## src/rtl/timer_countdown_core.sv

```systemverilog
// Countdown engine for the timer: loads six clamped BCD set-point digits from the editor,
// counts them down at one tick per CLK_HZ cycles, and holds an alarm for ALARM_SEC ticks.
module timer_countdown_core #(
  parameter int CLK_HZ    = 100_000_000,
  parameter int ALARM_SEC = 10
) (
  input  logic       clk,
  input  logic       rst,
  input  logic       a,
  input  logic       btn,
  input  logic       start_stop,
  input  logic       clear,
  input  logic [3:0] n_sec0,
  input  logic [3:0] n_sec1,
  input  logic [3:0] n_min0,
  input  logic [3:0] n_min1,
  input  logic [3:0] n_hrs0,
  input  logic [3:0] n_hrs1,
  output logic [3:0] t_sec0,
  output logic [3:0] t_sec1,
  output logic [3:0] t_min0,
  output logic [3:0] t_min1,
  output logic [3:0] t_hrs0,
  output logic [3:0] t_hrs1,
  output logic       running,
  output logic       alarm,
  output logic       done,
  output logic [2:0] state
);

  typedef enum logic [2:0] {
    IDLE  = 3'd0,
    EDIT  = 3'd1,
    RUN   = 3'd2,
    PAUSE = 3'd3,
    ALARM = 3'd4
  } state_t;

  localparam int PW = (CLK_HZ > 1) ? $clog2(CLK_HZ) : 1;
  localparam int AW = (ALARM_SEC > 0) ? $clog2(ALARM_SEC + 1) : 1;
  // Index 0 is sec0 ... index 5 is hrs1.
  localparam logic [5:0][3:0] DIGIT_MAX = {4'd2, 4'd9, 4'd5, 4'd9, 4'd5, 4'd9};

  state_t               state_q, state_d;
  logic [5:0][3:0]      t_q, t_d;
  logic [PW-1:0]        presc_q, presc_d;
  logic [AW-1:0]        alarm_cnt_q, alarm_cnt_d;
  logic                 running_q, running_d;
  logic                 alarm_q, alarm_d;
  logic                 done_q, done_d;

  logic [5:0][3:0]      n_in;
  logic [5:0][3:0]      n_clamped;
  logic [5:0][3:0]      t_dec;
  logic [5:0]           borrow;
  logic                 tick;
  logic                 edit_req;

  assign n_in     = {n_hrs1, n_hrs0, n_min1, n_min0, n_sec1, n_sec0};
  assign edit_req = a && btn;
  assign tick     = ((state_q == RUN) || (state_q == ALARM)) && (presc_q == PW'(CLK_HZ - 1));
  assign borrow[0] = 1'b1;

  // Per-digit clamp and ripple-borrow decrement; a zero digit that borrows wraps to its max.
  for (genvar gi = 0; gi < 6; gi++) begin : g_digit
    assign n_clamped[gi] = (n_in[gi] > DIGIT_MAX[gi]) ? DIGIT_MAX[gi] : n_in[gi];
    assign t_dec[gi]     = !borrow[gi]      ? t_q[gi] :
                           (t_q[gi] == 4'd0) ? DIGIT_MAX[gi] : t_q[gi] - 4'd1;
    if (gi < 5) begin : g_borrow
      assign borrow[gi+1] = borrow[gi] && (t_q[gi] == 4'd0);
    end
  end

  always_comb begin
    state_d     = state_q;
    t_d         = t_q;
    presc_d     = presc_q;
    alarm_cnt_d = alarm_cnt_q;
    done_d      = 1'b0;

    if ((state_q == RUN) || (state_q == ALARM)) begin
      presc_d = tick ? '0 : presc_q + PW'(1);
    end

    unique case (state_q)
      IDLE: begin
        if (clear) begin
          t_d = '0;
        end else if (edit_req) begin
          state_d = EDIT;
        end else if (start_stop && (t_q != '0)) begin
          state_d = RUN;
          presc_d = '0;
        end
      end
      EDIT: begin
        t_d = n_clamped;
        if (!edit_req) state_d = IDLE;
      end
      RUN: begin
        if (clear) begin
          state_d = IDLE;
          t_d     = '0;
        end else if (start_stop) begin
          state_d = PAUSE;
          presc_d = presc_q;
        end else if (tick) begin
          t_d = t_dec;
          if (t_dec == '0) begin
            state_d     = ALARM;
            done_d      = 1'b1;
            alarm_cnt_d = '0;
          end
        end
      end
      PAUSE: begin
        if (clear) begin
          state_d = IDLE;
          t_d     = '0;
        end else if (edit_req) begin
          state_d = EDIT;
        end else if (start_stop) begin
          state_d = RUN;
          presc_d = '0;
        end
      end
      ALARM: begin
        if (clear) begin
          state_d = IDLE;
          t_d     = '0;
        end else if (edit_req) begin
          state_d = EDIT;
        end else if (start_stop) begin
          state_d = IDLE;
        end else if (tick) begin
          alarm_cnt_d = alarm_cnt_q + AW'(1);
          if (alarm_cnt_d == AW'(ALARM_SEC)) state_d = IDLE;
        end
      end
      default: state_d = IDLE;
    endcase

    // Prescaler only matters in RUN/ALARM; park it at zero elsewhere except the PAUSE freeze.
    if ((state_d == IDLE) || (state_d == EDIT)) presc_d = '0;

    running_d = (state_d == RUN);
    alarm_d   = (state_d == ALARM);
  end

  always_ff @(posedge clk or posedge rst) begin
    if (rst) begin
      state_q     <= IDLE;
      t_q         <= '0;
      presc_q     <= '0;
      alarm_cnt_q <= '0;
      running_q   <= 1'b0;
      alarm_q     <= 1'b0;
      done_q      <= 1'b0;
    end else begin
      state_q     <= state_d;
      t_q         <= t_d;
      presc_q     <= presc_d;
      alarm_cnt_q <= alarm_cnt_d;
      running_q   <= running_d;
      alarm_q     <= alarm_d;
      done_q      <= done_d;
    end
  end

  assign {t_hrs1, t_hrs0, t_min1, t_min0, t_sec1, t_sec0} = t_q;
  assign running = running_q;
  assign alarm   = alarm_q;
  assign done    = done_q;
  assign state   = state_q;

endmodule

```

## config.mk

```make
export PLATFORM = sky130hd
export DESIGN_NAME = timer_countdown_core
export DESIGN_NICKNAME = d
export VERILOG_FILES = /design/src/rtl/timer_countdown_core.sv
export SDC_FILE = /design/constraint.sdc
export NUM_CORES = 1
export LEC_CHECK = 0
export BUFFER_PORTS_ARGS = -buffer_cell sky130_fd_sc_hd__buf_2
export CORE_MARGIN = 1
export CORE_UTILIZATION = 50
export CTS_CLUSTER_SIZE = 40
export DETAILED_ROUTE_END_ITERATION = 8
export PLACE_DENSITY = 0.79
export REMOVE_ABC_BUFFERS = 1
export SYNTH_ARGS = -nofsm -noshare
export SYNTH_HDL_FRONTEND = slang
export SYNTH_SLANG_ARGS = --single-unit
```

## constraint.sdc

```tcl
create_clock -name clk -period 2.8 [get_ports clk]
set_input_delay 0.28 -clock clk [delete_from_list [all_inputs] [get_ports clk]]
set_output_delay 0.28 -clock clk [all_outputs]
set_load 0.01 [all_outputs]
```

==> results.txt <==
The number of antenna violations at the first check in global routing came to 0. The power share of the clock group came out at 21.5%. The height of the die is 92.8 µm. At the end of routability-driven placement, the weighted congestion stood at 0.898.

The total die area is 8610 µm². Of the total synthesized cell area, the portion taken by full adders, half adders and majority gates is 2.13%. The count of inserted antenna diode cells is 0.

The total setup violations reported at the end of the flow is 0. The largest vdd supply drop came out at 0.548 mV. For the worst setup path, the data arrival time is 2900 ps. The async set-or-reset flop fraction in the synthesized netlist is 100%. The reported leakage power is 2.18 nW. The worst relative slew slack is 57.7%. The relative area change from synthesis to final layout is 17.2%. The post-route minimum period is 2640 ps. In the post-synthesis netlist, the biggest area contributors are dfrtp_1 (37%), a21oi_1 (6.0%), o21ai_0 (5.6%).

TritonCTS built the clock tree. After clock tree synthesis, the clock-pin slew on the worst setup and hold paths is 70 ps. The highest achievable clock rate is 0.379 GHz. The tightest min-delay check is of the input port to flop type.

The net switching power is 1.71 mW. Once the floorplan was initialized, standard cells occupied 52.5% of the core. The number of buffers between clock root and the deepest sink is 2. In this run the core area contains 32 standard-cell rows. Averaged over all synthesized cells, the footprint is 8.18 µm².

From left edge to right edge, the die measures 92.8 µm. The critical-path maximum fanout came out at 7. The logic gate share of total power is 48.9%. The routed via count divided by cell count is 6.08.

The sum of overflow across all layers after global routing came out at 0. The layout cell share with drive strength beyond 1 is 19.9%. The total vias in the final route came out at 4112. The final setup skew came out at 6.24 ps. For this run, the leading register cell type out of synthesis is dfrtp_1. The worst setup path category is flop to flop. Setup repair after global routing left no endpoint under its margin. The first-iteration detailed-routing DRC count is 224. The reported max-cap violation count came out at 0.

The iteration count of the initial detailed-routing pass is 5. The number of global-route vias before repair came out at 3918. The run finished with clean final reports.

The share of cell area taken by muxes after synthesis is 1.31%. The count of port buffers added during placement came out at 59. The global router's overall resource usage came out at 26.9%. The max-slew violation count is 0. The number of synthesis warnings is 0. In this run the remaining antenna-violating nets after routing total 0. For this design the top-level I/O count stands at 60. Sequential elements use 37.0% of the synthesized area. Sequential cells account for 29.6% of the total power. The clock tree root buffer cell is clkbuf_8. The first-pass GRT wire length came out at 18.2 mm. The most frequent cell after synthesis is dfrtp_1. The distinct cell type count of the synthesized netlist is 67.

The gate count of the mapped netlist is 504. The number of endpoints with negative hold slack in the final report is 0. The power density relative to cell area is 823 nW/µm². The parity-gate share of the synthesized area counting xor and xnor cells is 1.25%. Net switching is 43.1% of the power. The summed instance area of the synthesized netlist is 4120 µm². The required arrival time at the worst endpoint came out at 3060 ps. The power after layout came out at 3.97 mW. The net total in the final layout came out at 606. The number of enable flip-flop cells after synthesis is 0. After detailed routing, the average wire length per cell comes to 16.0 µm. Once detailed placement completed, the half-perimeter wirelength came to 7.84 mm.

The biggest area contributor in the post-synthesis netlist is dfrtp_1. The H-tree depth reported by CTS is 3. The clock net in this run drives a total of 61 sinks.

The internal portion of the total power is 2.26 mW. In the routed design, unresolved DRC markers number 0. Of the total synthesized cell area, the portion taken by AND, OR, NAND and NOR gates is 31.6%. The final wirelength is 10.8 mm. The number of storage elements in the synthesis netlist came out at 61. The transition at the pin with the smallest max-transition slack came out at 628 ps. In this run, CTS created clock tree buffers numbering 9. The clock latency on the worst-skew pair is 350 ps. The worst setup path is captured at a flop. The startpoint class of the critical path is a flop.

The combinational family with the most area after synthesis is simple AND/OR/NAND/NOR gates. The commonest cells after synthesis are dfrtp_1 (61), nor2_1 (56), a21oi_1 (49). The largest net degree at the start of global routing came out at 45. The final critical-path share of the clock period is 94.2%.

The accumulated negative setup slack came out at 0 ps. Summed over its instances, the top area cell type makes up 37.0% of the synthesized netlist area. The compound-gate portion of the synthesized area came out at 22.5%. The core outline area is 7850 µm².
## flip-flops by register name, indices dropped and copies added, names as in the netlist
register,flops
t_sec1,4
t_hrs0,4
t_min1,4
alarm,1
t_hrs1,4
running,1
t_min0,4
presc_q,27
done,1
t_sec0,4
alarm_cnt_q,4
state,3
## through the flow
step / area, µm² / util (%) / worst slack, ps / hold WS (ps) / std cells
final: 4830 / 61.5 / 164 / 239 / 676
after CTS: 4800 / 61.1 / 96.6 / 233 / 674
after global placement: 4580 / 58.4 / 298 / 348 / 657
after global routing: 4830 / 61.5 / 12.5 / 282 / 676
after detailed placement: 4580 / 58.4 / 136 / 359 / 657
after floorplan: 4000 / - / -90.3 / 408 / 478
## metal layers
metal | vias up | GRT usage [%] | routed length [µm]
met3 | 22 | 4.27 | 644
met1 | 1946 | 33.9 | 4600
met2 | 146 | 45.0 | 5340
li1 | 1998 | - | -
met5 | - | 0 | 0
met4 | 0 | 12.3 | 204
## layout by cell type (no fill, tap or decap), drive strengths merged, types with 6 or more instances in the layout
cell    Yosys  final
nor3       27     27
dfrtp      61     61
inv        15     15
nor4       12     12
nor2b       6      6
and2        8      8
a22oi       6      6
nand2      41     41
clkbuf     13     11
nand3      25     25
a31oi      11     11
ha          7      7
nand4       7      7
o21ai      55     55
buf        13     79
a21oi      49     49
nand4b      6      6
nor2       56     56
or4         6      6
## worst max-delay path, stage by stage (launching register included)
cell and delay [ps]:
dfrtp_1 440, inv_1 130, ha_1 230, nor3b_4 290, nand4_1 230, o211ai_1 290, nand3b_1 250, or4_1 550
a31oi_1 150
## cells by family after synthesis
group	Yosys count
DFF	61
xor gates and xnor gates	5
muxes	5
buffers and inverters	41
AOI/OAI and AO/OA	157
and+or+nand+nor	228
adders and majority gates	7
## power groups by stage
stage / clock, mW / sequential (mW) / combinational [mW]
6_report: 0.854 / 1.18 / 1.94
5_1_grt: 0.900 / 1.20 / 2.15
4_1_cts: 0.864 / 1.17 / 1.88
3_5_place_dp: 0 / 1.19 / 1.87
3_3_place_gp: 0 / 1.18 / 1.84
2_1_floorplan: 0 / 1.23 / 1.17
## final timing paths
path	startpoint	endpoint	slack, ps	cells past startpoint
worst min register to register	alarm_cnt_q[3]	alarm_cnt_q[3]	530	1
worst min-delay path	n_min0[2]	t_min0[2]	240	3
worst max-delay path	t_sec0[0]	presc_q[24]	160	8
worst max register to register	t_sec0[0]	presc_q[24]	160	8
max in group asynchronous	rst	t_hrs0[1]	1600	4
min in group asynchronous	rst	t_hrs1[3]	520	3
## what timing repair did
action | 4_1_cts | 5_1_grt
resized for setup | 0 | 2
hold buffers | 1 | 0
setup buffers | 0 | 2
endpoints found under the setup margin | 0 | 10
endpoints found under the hold margin | 22 | 0
## layout make-up
type                    count  area, µm²
inverters                  15       56.3
clock inverters             5       75.1
well taps                 102        128
repair buffers             80        468
multi-input cells         402       2440
clock buffers              11        131
fillers                   677       3020
flip-flops and latches     61       1530
(Power assumes the default switching activity.)
